<file path="src/rtl/display_scan_controller.sv">
// display_scan_controller
// Time-multiplexes a 4-digit hex value onto a shared 4-bit-to-7-segment
// decoder. Each digit owns a slot of CLOCK_DIVIDER cycles; the first
// BLANK_CYCLES of every slot are dark. This hides ghosting and covers the
// one-cycle decoder latency. A new value is taken through a
// valid/ready handshake into a one-deep pending buffer. It is committed to
// the displayed value only at the frame wrap, so a frame is never torn.
//
// Optional feature: define LEADING_ZERO_BLANK_EN to keep leading-zero digits
// dark. Digit 0 is always shown.
//
// Ports:
//   clock        system clock, rising edge
//   reset        asynchronous active-high reset
//   value_in     four hex digits, [3:0] is digit 0 (rightmost)
//   value_valid  producer offers value_in
//   value_ready  controller can accept a value (pending buffer empty)
//   digit_nibble nibble for the shared decoder (registered)
//   digit_enable one-hot digit enable, aligned with the decoder output
//   frame_done   one-cycle pulse after each completed 4-digit frame
module display_scan_controller #(
    parameter int unsigned CLOCK_DIVIDER = 50000,
    parameter int unsigned BLANK_CYCLES  = 2
) (
    input  logic        clock,
    input  logic        reset,
    input  logic [15:0] value_in,
    input  logic        value_valid,
    output logic        value_ready,
    output logic [3:0]  digit_nibble,
    output logic [3:0]  digit_enable,
    output logic        frame_done
);

    localparam int unsigned CW = (CLOCK_DIVIDER > 1) ? $clog2(CLOCK_DIVIDER) : 1;
    localparam logic [CW-1:0] BLANK_LAST = CW'(BLANK_CYCLES - 1);
    localparam logic [CW-1:0] SLOT_LAST  = CW'(CLOCK_DIVIDER - 1);

    typedef enum logic {BLANK = 1'b0, SHOW = 1'b1} state_t;

    state_t        state;
    logic [CW-1:0] counter;
    logic [1:0]    index;
    logic [15:0]   active;
    logic [15:0]   pending;
    logic          pending_full;

    logic       slot_end;
    logic       wrap;
    logic       accept;
    logic [1:0] next_index;

    // Select one nibble of a 16-bit value
    function automatic logic [3:0] nibble_sel(input logic [15:0] v, input logic [1:0] i);
        logic [3:0] n;
        case (i)
            2'd0:    n = v[3:0];
            2'd1:    n = v[7:4];
            2'd2:    n = v[11:8];
            default: n = v[15:12];
        endcase
        return n;
    endfunction

    assign slot_end   = (state == SHOW) && (counter == SLOT_LAST);
    assign wrap       = slot_end && (index == 2'd3);
    assign accept     = value_valid && !pending_full;
    assign next_index = index + 2'd1;
    assign value_ready = !pending_full;

    // Slot sequencer, display value commit and handshake
    always_ff @(posedge clock or posedge reset) begin
        if (reset) begin
            state        <= BLANK;
            counter      <= '0;
            index        <= 2'd0;
            active       <= 16'h0000;
            pending      <= 16'h0000;
            pending_full <= 1'b0;
            digit_nibble <= 4'h0;
            frame_done   <= 1'b0;
        end else begin
            frame_done <= wrap;

            case (state)
                BLANK: begin
                    counter <= counter + CW'(1);
                    if (counter == BLANK_LAST) begin
                        state <= SHOW;
                    end
                end
                SHOW: begin
                    if (counter == SLOT_LAST) begin
                        counter <= '0;
                        state   <= BLANK;
                        index   <= next_index;
                        // Nibble is preloaded at slot start so it is stable before the digit lights
                        if (wrap && pending_full) begin
                            active       <= pending;
                            digit_nibble <= pending[3:0];
                        end else begin
                            digit_nibble <= nibble_sel(active, next_index);
                        end
                    end else begin
                        counter <= counter + CW'(1);
                    end
                end
                default: begin
                    state   <= BLANK;
                    counter <= '0;
                end
            endcase

            // A commit and an accept never coincide: ready is low whenever a commit is possible
            if (wrap && pending_full) begin
                pending_full <= 1'b0;
            end else if (accept) begin
                pending      <= value_in;
                pending_full <= 1'b1;
            end
        end
    end

    // Digit enable decoded from registers only
    always_comb begin
        digit_enable = 4'b0000;
        if (state == SHOW) begin
            digit_enable = 4'b0001 << index;
        end
`ifdef LEADING_ZERO_BLANK_EN
        digit_enable = digit_enable & {|active[15:12], |active[15:8], |active[15:4], 1'b1};
`else
`endif
    end

endmodule

</file>
<file path="config.mk">
export PLATFORM = sky130hd
export DESIGN_NAME = display_scan_controller
export DESIGN_NICKNAME = d
export VERILOG_FILES = /design/src/rtl/display_scan_controller.sv
export SDC_FILE = /design/constraint.sdc
export NUM_CORES = 1
export LEC_CHECK = 0
export CORE_MARGIN = 5
export CORE_UTILIZATION = 30
export CTS_BUF_LIST = sky130_fd_sc_hd__clkbuf_8
export CTS_CLUSTER_SIZE = 10
export DETAILED_ROUTE_END_ITERATION = 8
export PLACE_DENSITY = 0.5
export SYNTH_ARGS = -nofsm -noshare
export SYNTH_HDL_FRONTEND = slang
export SYNTH_SLANG_ARGS = --single-unit
</file>
<file path="constraint.sdc">
create_clock -name clock -period 2.44 [get_ports clock]
set_input_delay 0.488 -clock clock [delete_from_list [all_inputs] [get_ports clock]]
set_output_delay 0.488 -clock clock [all_outputs]
set_load 0.05 [all_outputs]
</file>
Word-level counts from Yosys, hierarchy flattened. Cells that the tools add are included. W data, S select, Z words.

Mux-type cells: 10. Reductions and logical operators: 10. Bitwise operators: 2. Shifts and indexed selects: 1. Equality and inequality tests: 5. Add/sub/neg operators: 2.

Operators by type and width (number): $pmux W16 S2 (1); $add A16 B1 Y16 const B (1); $eq A16 B1 Y1 const B (1); $eq A16 B16 Y1 const B (1); $mux W16 (1); $pmux W4 S3 (1); $mux W4 (2); $eq A2 B2 Y1 const B (2); $logic_and A1 B1 Y1 (4); $mux W1 (4); $reduce_and A2 Y1 (2); $shl A1 B2 Y4 const A (1); $reduce_and A3 Y1 (1); $add A2 B1 Y2 const B (1); $eq A2 B1 Y1 const B (1); $logic_not A2 Y1 (1); $not A1 Y1 (2); $pmux W1 S2 (1); $reduce_bool A2 Y1 (1); $logic_not A1 Y1 (1).

Logic and storage cells: 38. Output and inout port bits: 10. Input port bits: 19. Flip-flop bits (word level): 57.

Longest topological paths before layout.
Word-level depth: 6. Depth in mapped cells: 7. Gate-level depth less buffers: 6.

Worst setup path before layout. No wires, ideal clock.

Kind: reg-to-reg. Start: register counter[0]. End: register active[0]. Data arrival time: 1.923 ns. Setup slack: 0.392 ns. Cell stages (with the launch flop): 7. Cell sequence: dfrtp_1 -> ha_1 -> nand3_2 -> or3_4 -> nor3_4 -> buf_12 -> mux2_4.

Word-level cells in the longest chain between the ends: 5.

RTL lines: start: declaration (RTL line 42) `logic [CW-1:0] counter;`; start signal: assignment (RTL line 87) `counter <= counter + CW'(1);`; start signal: assignment (RTL line 105) `counter <= counter + CW'(1);`; $eq A16 B16 Y1 * (RTL line 65, 93); $logic_and A1 B1 Y1 (RTL line 65) `assign slot_end = (state == SHOW) && (counter == SLOT_LAST);`; $logic_and A1 B1 Y1 (RTL line 66) `assign wrap = slot_end && (index == 2'd3);`; $logic_and A1 B1 Y1 (RTL line 98) `if (wrap && pending_full) begin`; $reduce_and A3 Y1 (no source line) *; end signal: assignment (RTL line 99) `active <= pending;`; end: declaration (RTL line 44) `logic [15:0] active;`.

Every way passes the cells marked *; elsewhere a longest branch is shown, timed or not. A chain may end at the register's enable or synchronous reset.

Worst setup path after layout.
Start: register counter[0]. End: register active[13].

The elaborated chain is that of the path after synthesis.

==> metrics.txt <==
HP Class=in -> async; XOR/XNOR Fraction of Synth Area=4.39%; compound-gate portion of the synthesized area=6.27%; crit-path max FO=15; minimum clock period=2.21 ns; initial DRC count=133; clock network power share=44.6%; Max Slew Vio Count=0; # resized after CTS=0; post-layout util=37.6%; clk_skew=0.00961 ns; # hold bufs at CTS=0; Post-CTS Setup Bufs=0; mux share of post-synthesis cell area=14.3%; Root Buffer=clkbuf_8; Crit path arrival time=2.43 ns; worst skew pair latency=0.34 ns; vias in the first global route=1799; Post-Synth Adder-Cell Area=3.37%; Critical Path Sink Type=flip-flop; htree depth=3; worst-path cell chain=ha_1 > nand3_2 > or3_4 > nor3_4 > buf_4 > mux2_2; Avg Inst Size Synth=12.3 µm²; layout overhead on the synthesized area=24.3%; grt ovf=0; initial core utilization=30.2%; synthesized flop and latch total=57; PwrDens=602 nW/µm²; fillers=843; Worst Setup Path Type=reg -> reg; crit path max-delay cell type=or3_4; Port Buffers=28; fin crit share=90.7%; Worst R2R Path Depth=6; first-pass GRT wire length=9270 µm; gr usage total=11.6%; Reg clk slew, reported paths=0.07 ns; Cell Int Power=1520 µW; Synth Net Count=237; site row count=34; nets=276; Post-route DRC=0; final setup violation count=0; Die Wd=103 µm; Yosys cell types=36; die outline height=103 µm; layout cell share with drive strength beyond 1=24.3%; slowest stage delay, CP=0.47 ns; worst slew pin tran=0.511 ns; Synth Area in Simple Gates=14.3%; Synth Warn #=0; worst path required time=2.66 ns; largest family of logic cells by synthesized area=multiplexers; slew margin rel.=65.8%; max capacitance violation total=0; cts bufs inserted=9; Fmax=0.452 GHz; Placer Congestion=0.827; endpoints failing hold=0; detailed-route wire length per cell=15.0 µm; via count=1727; worst-case clock buffer depth=2; full die area=10600 µm²; Leak=0.00141 µW; Sw Share=21.9%; CTS tree=built; Synth Instances=211; total net switching power=426 µW; Synth Cell Area=2600 µm²; Num Clock Sinks=57; critical path startpoint category=flip-flop; vias per cell=4.76; Setup TNS=0 ns; Top Ports=29; total core area=8590 µm²; router iterations before antenna repair=4; Post-DRT Antenna Nets=0; hpwl dp=3800 µm; maximum VDD drop=223 µV; RSZ-0062 raised after global routing=false; register area share after synthesis=54.9%; sequential group share of total power=51.2%; final WL=5430 µm; initial antenna violation count=0; outcome=complete, no violations; Logic pwr share=4.1%; pin count of the biggest net entering global routing=58; antenna cells=0
[cell usage after synthesis]
master	n	area, µm²
or3_4	1	11.3
a21oi_1	1	5.00
buf_1	1	3.75
nor2_2	1	6.26
a31oi_1	1	6.26
buf_12	1	20.0
mux2_4	9	135
a2bb2oi_1	2	17.5
nor4_2	1	12.5
inv_1	6	22.5
o31ai_1	2	15.0
nand3_1	12	60.1
o21ai_0	11	55.1
and3_1	2	12.5
nand2_1	13	48.8
or2_2	1	6.26
o221ai_1	1	8.76
xnor2_1	6	52.6
nor4b_1	1	8.76
mux2_2	21	236
a222oi_1	4	40.0
nor2_1	12	45.0
or4_1	2	15.0
nor4_1	1	6.26
a211oi_1	2	15.0
and2_1	6	37.5
clkbuf_1	2	7.51
nor3_4	1	16.3
nor2b_1	1	6.26
nor3_1	6	30.0
ha_1	7	87.6
nand3_2	1	10.0
xor2_1	7	61.3
nand4_1	6	37.5
buf_2	2	10.0
dfrtp_1	57	1430
[kinds of logic (layout without fill, tap and decap cells)]
logic type                 count (synthesis)  in the layout
muxes                                     30             30
and+or+nand+nor                           68             68
buffers and inverters                     12             56
AOI/OAI and AO/OA                         24             24
DFF                                       57             57
adders and majority gates                  7              7
xor gates and xnor gates                  13             13
[cell type report]
| class | instances | area, µm² | share of cell area [%] |
|---|---|---|---|
| Multi-Input combinational cell | 142 | 1110 | 34.3 |
| Timing Repair Buffer | 34 | 340 | 10.5 |
| Clock buffer | 10 | 138 | 4.27 |
| Clock inverter | 6 | 58.8 | 1.82 |
| Inverter | 6 | 22.5 | 0.698 |
| Tap cell | 108 | 135 | 4.19 |
| Sequential cell | 57 | 1430 | 44.2 |
[layout by cell type, fill, tap and decap left out, types with 7 or more instances in the layout]
cell             Yosys  routed
dfrtp_1             57      57
clkdlybuf4s50_1      0      24
mux2_2              21      21
nand2_1             13      13
nand3_1             12      12
nor2_1              12      12
o21ai_0             11      11
clkbuf_8             0      10
mux2_4               9       9
buf_4                0       8
xor2_1               7       7
ha_1                 7       7
[per-stage QoR]
step,power (µW),instance area (µm²),instances,hold slack [ns],setup slack [ns]
3_3_place_gp,1100,3030,347,0.485,0.266
2_1_floorplan,1050,2600,211,0.464,0.392
6_report,1940,3230,363,0.505,0.226
4_1_cts,1970,3230,363,0.504,0.221
5_1_grt,2020,3230,363,0.521,0.0803
3_5_place_dp,1100,3030,347,0.489,0.238
[power by group through the flow]
stage	registers [µW]	clock network, µW	logic [µW]
2_1_floorplan	1000	0	41.5
3_3_place_gp	1010	0	81.7
3_5_place_dp	1010	0	83.1
4_1_cts	996	892	83.8
5_1_grt	999	929	92.5
6_report	996	868	80.6
[final timing paths]
| kind | slack (ns) | endpoint | from |
|---|---|---|---|
| max | 0.23 | active[13]$_DFFE_PP0P_ | counter[0]$_DFF_PP0_ |
| min | 0.51 | counter[10]$_DFF_PP0_ | reset |
| max reg2reg | 0.23 | active[13]$_DFFE_PP0P_ | counter[0]$_DFF_PP0_ |
| min reg2reg | 0.51 | counter[10]$_DFF_PP0_ | counter[10]$_DFF_PP0_ |
| max in group asynchronous | 1.65 | index[1]$_DFFE_PP0P_ | reset |
| min in group clock | 0.51 | counter[10]$_DFF_PP0_ | counter[10]$_DFF_PP0_ |
[metal layers]
metal	GRT usage, %	share of wire, %	wire, µm
met4	7.47	3.0	163
met3	2.77	5.5	301
met5	0	0	0
met1	15.9	49	2640
met2	16.2	43	2320
[flip-flops by register name, summed over array words and instances, names as in the netlist]
name          cells
pending          16
counter          16
frame_done        1
digit_nibble      4
pending_full      1
state             1
active           16
index             2
[critical path, delay by kind of cell, from the launching register on]
family,cells,cell delay [ns]
mux,1,0.36
flops,1,0.43
buf+inv,1,0.28
simple gates,3,0.76
fa+ha+maj,1,0.26
No activity file was read; power rests on OpenSTA's default activity.
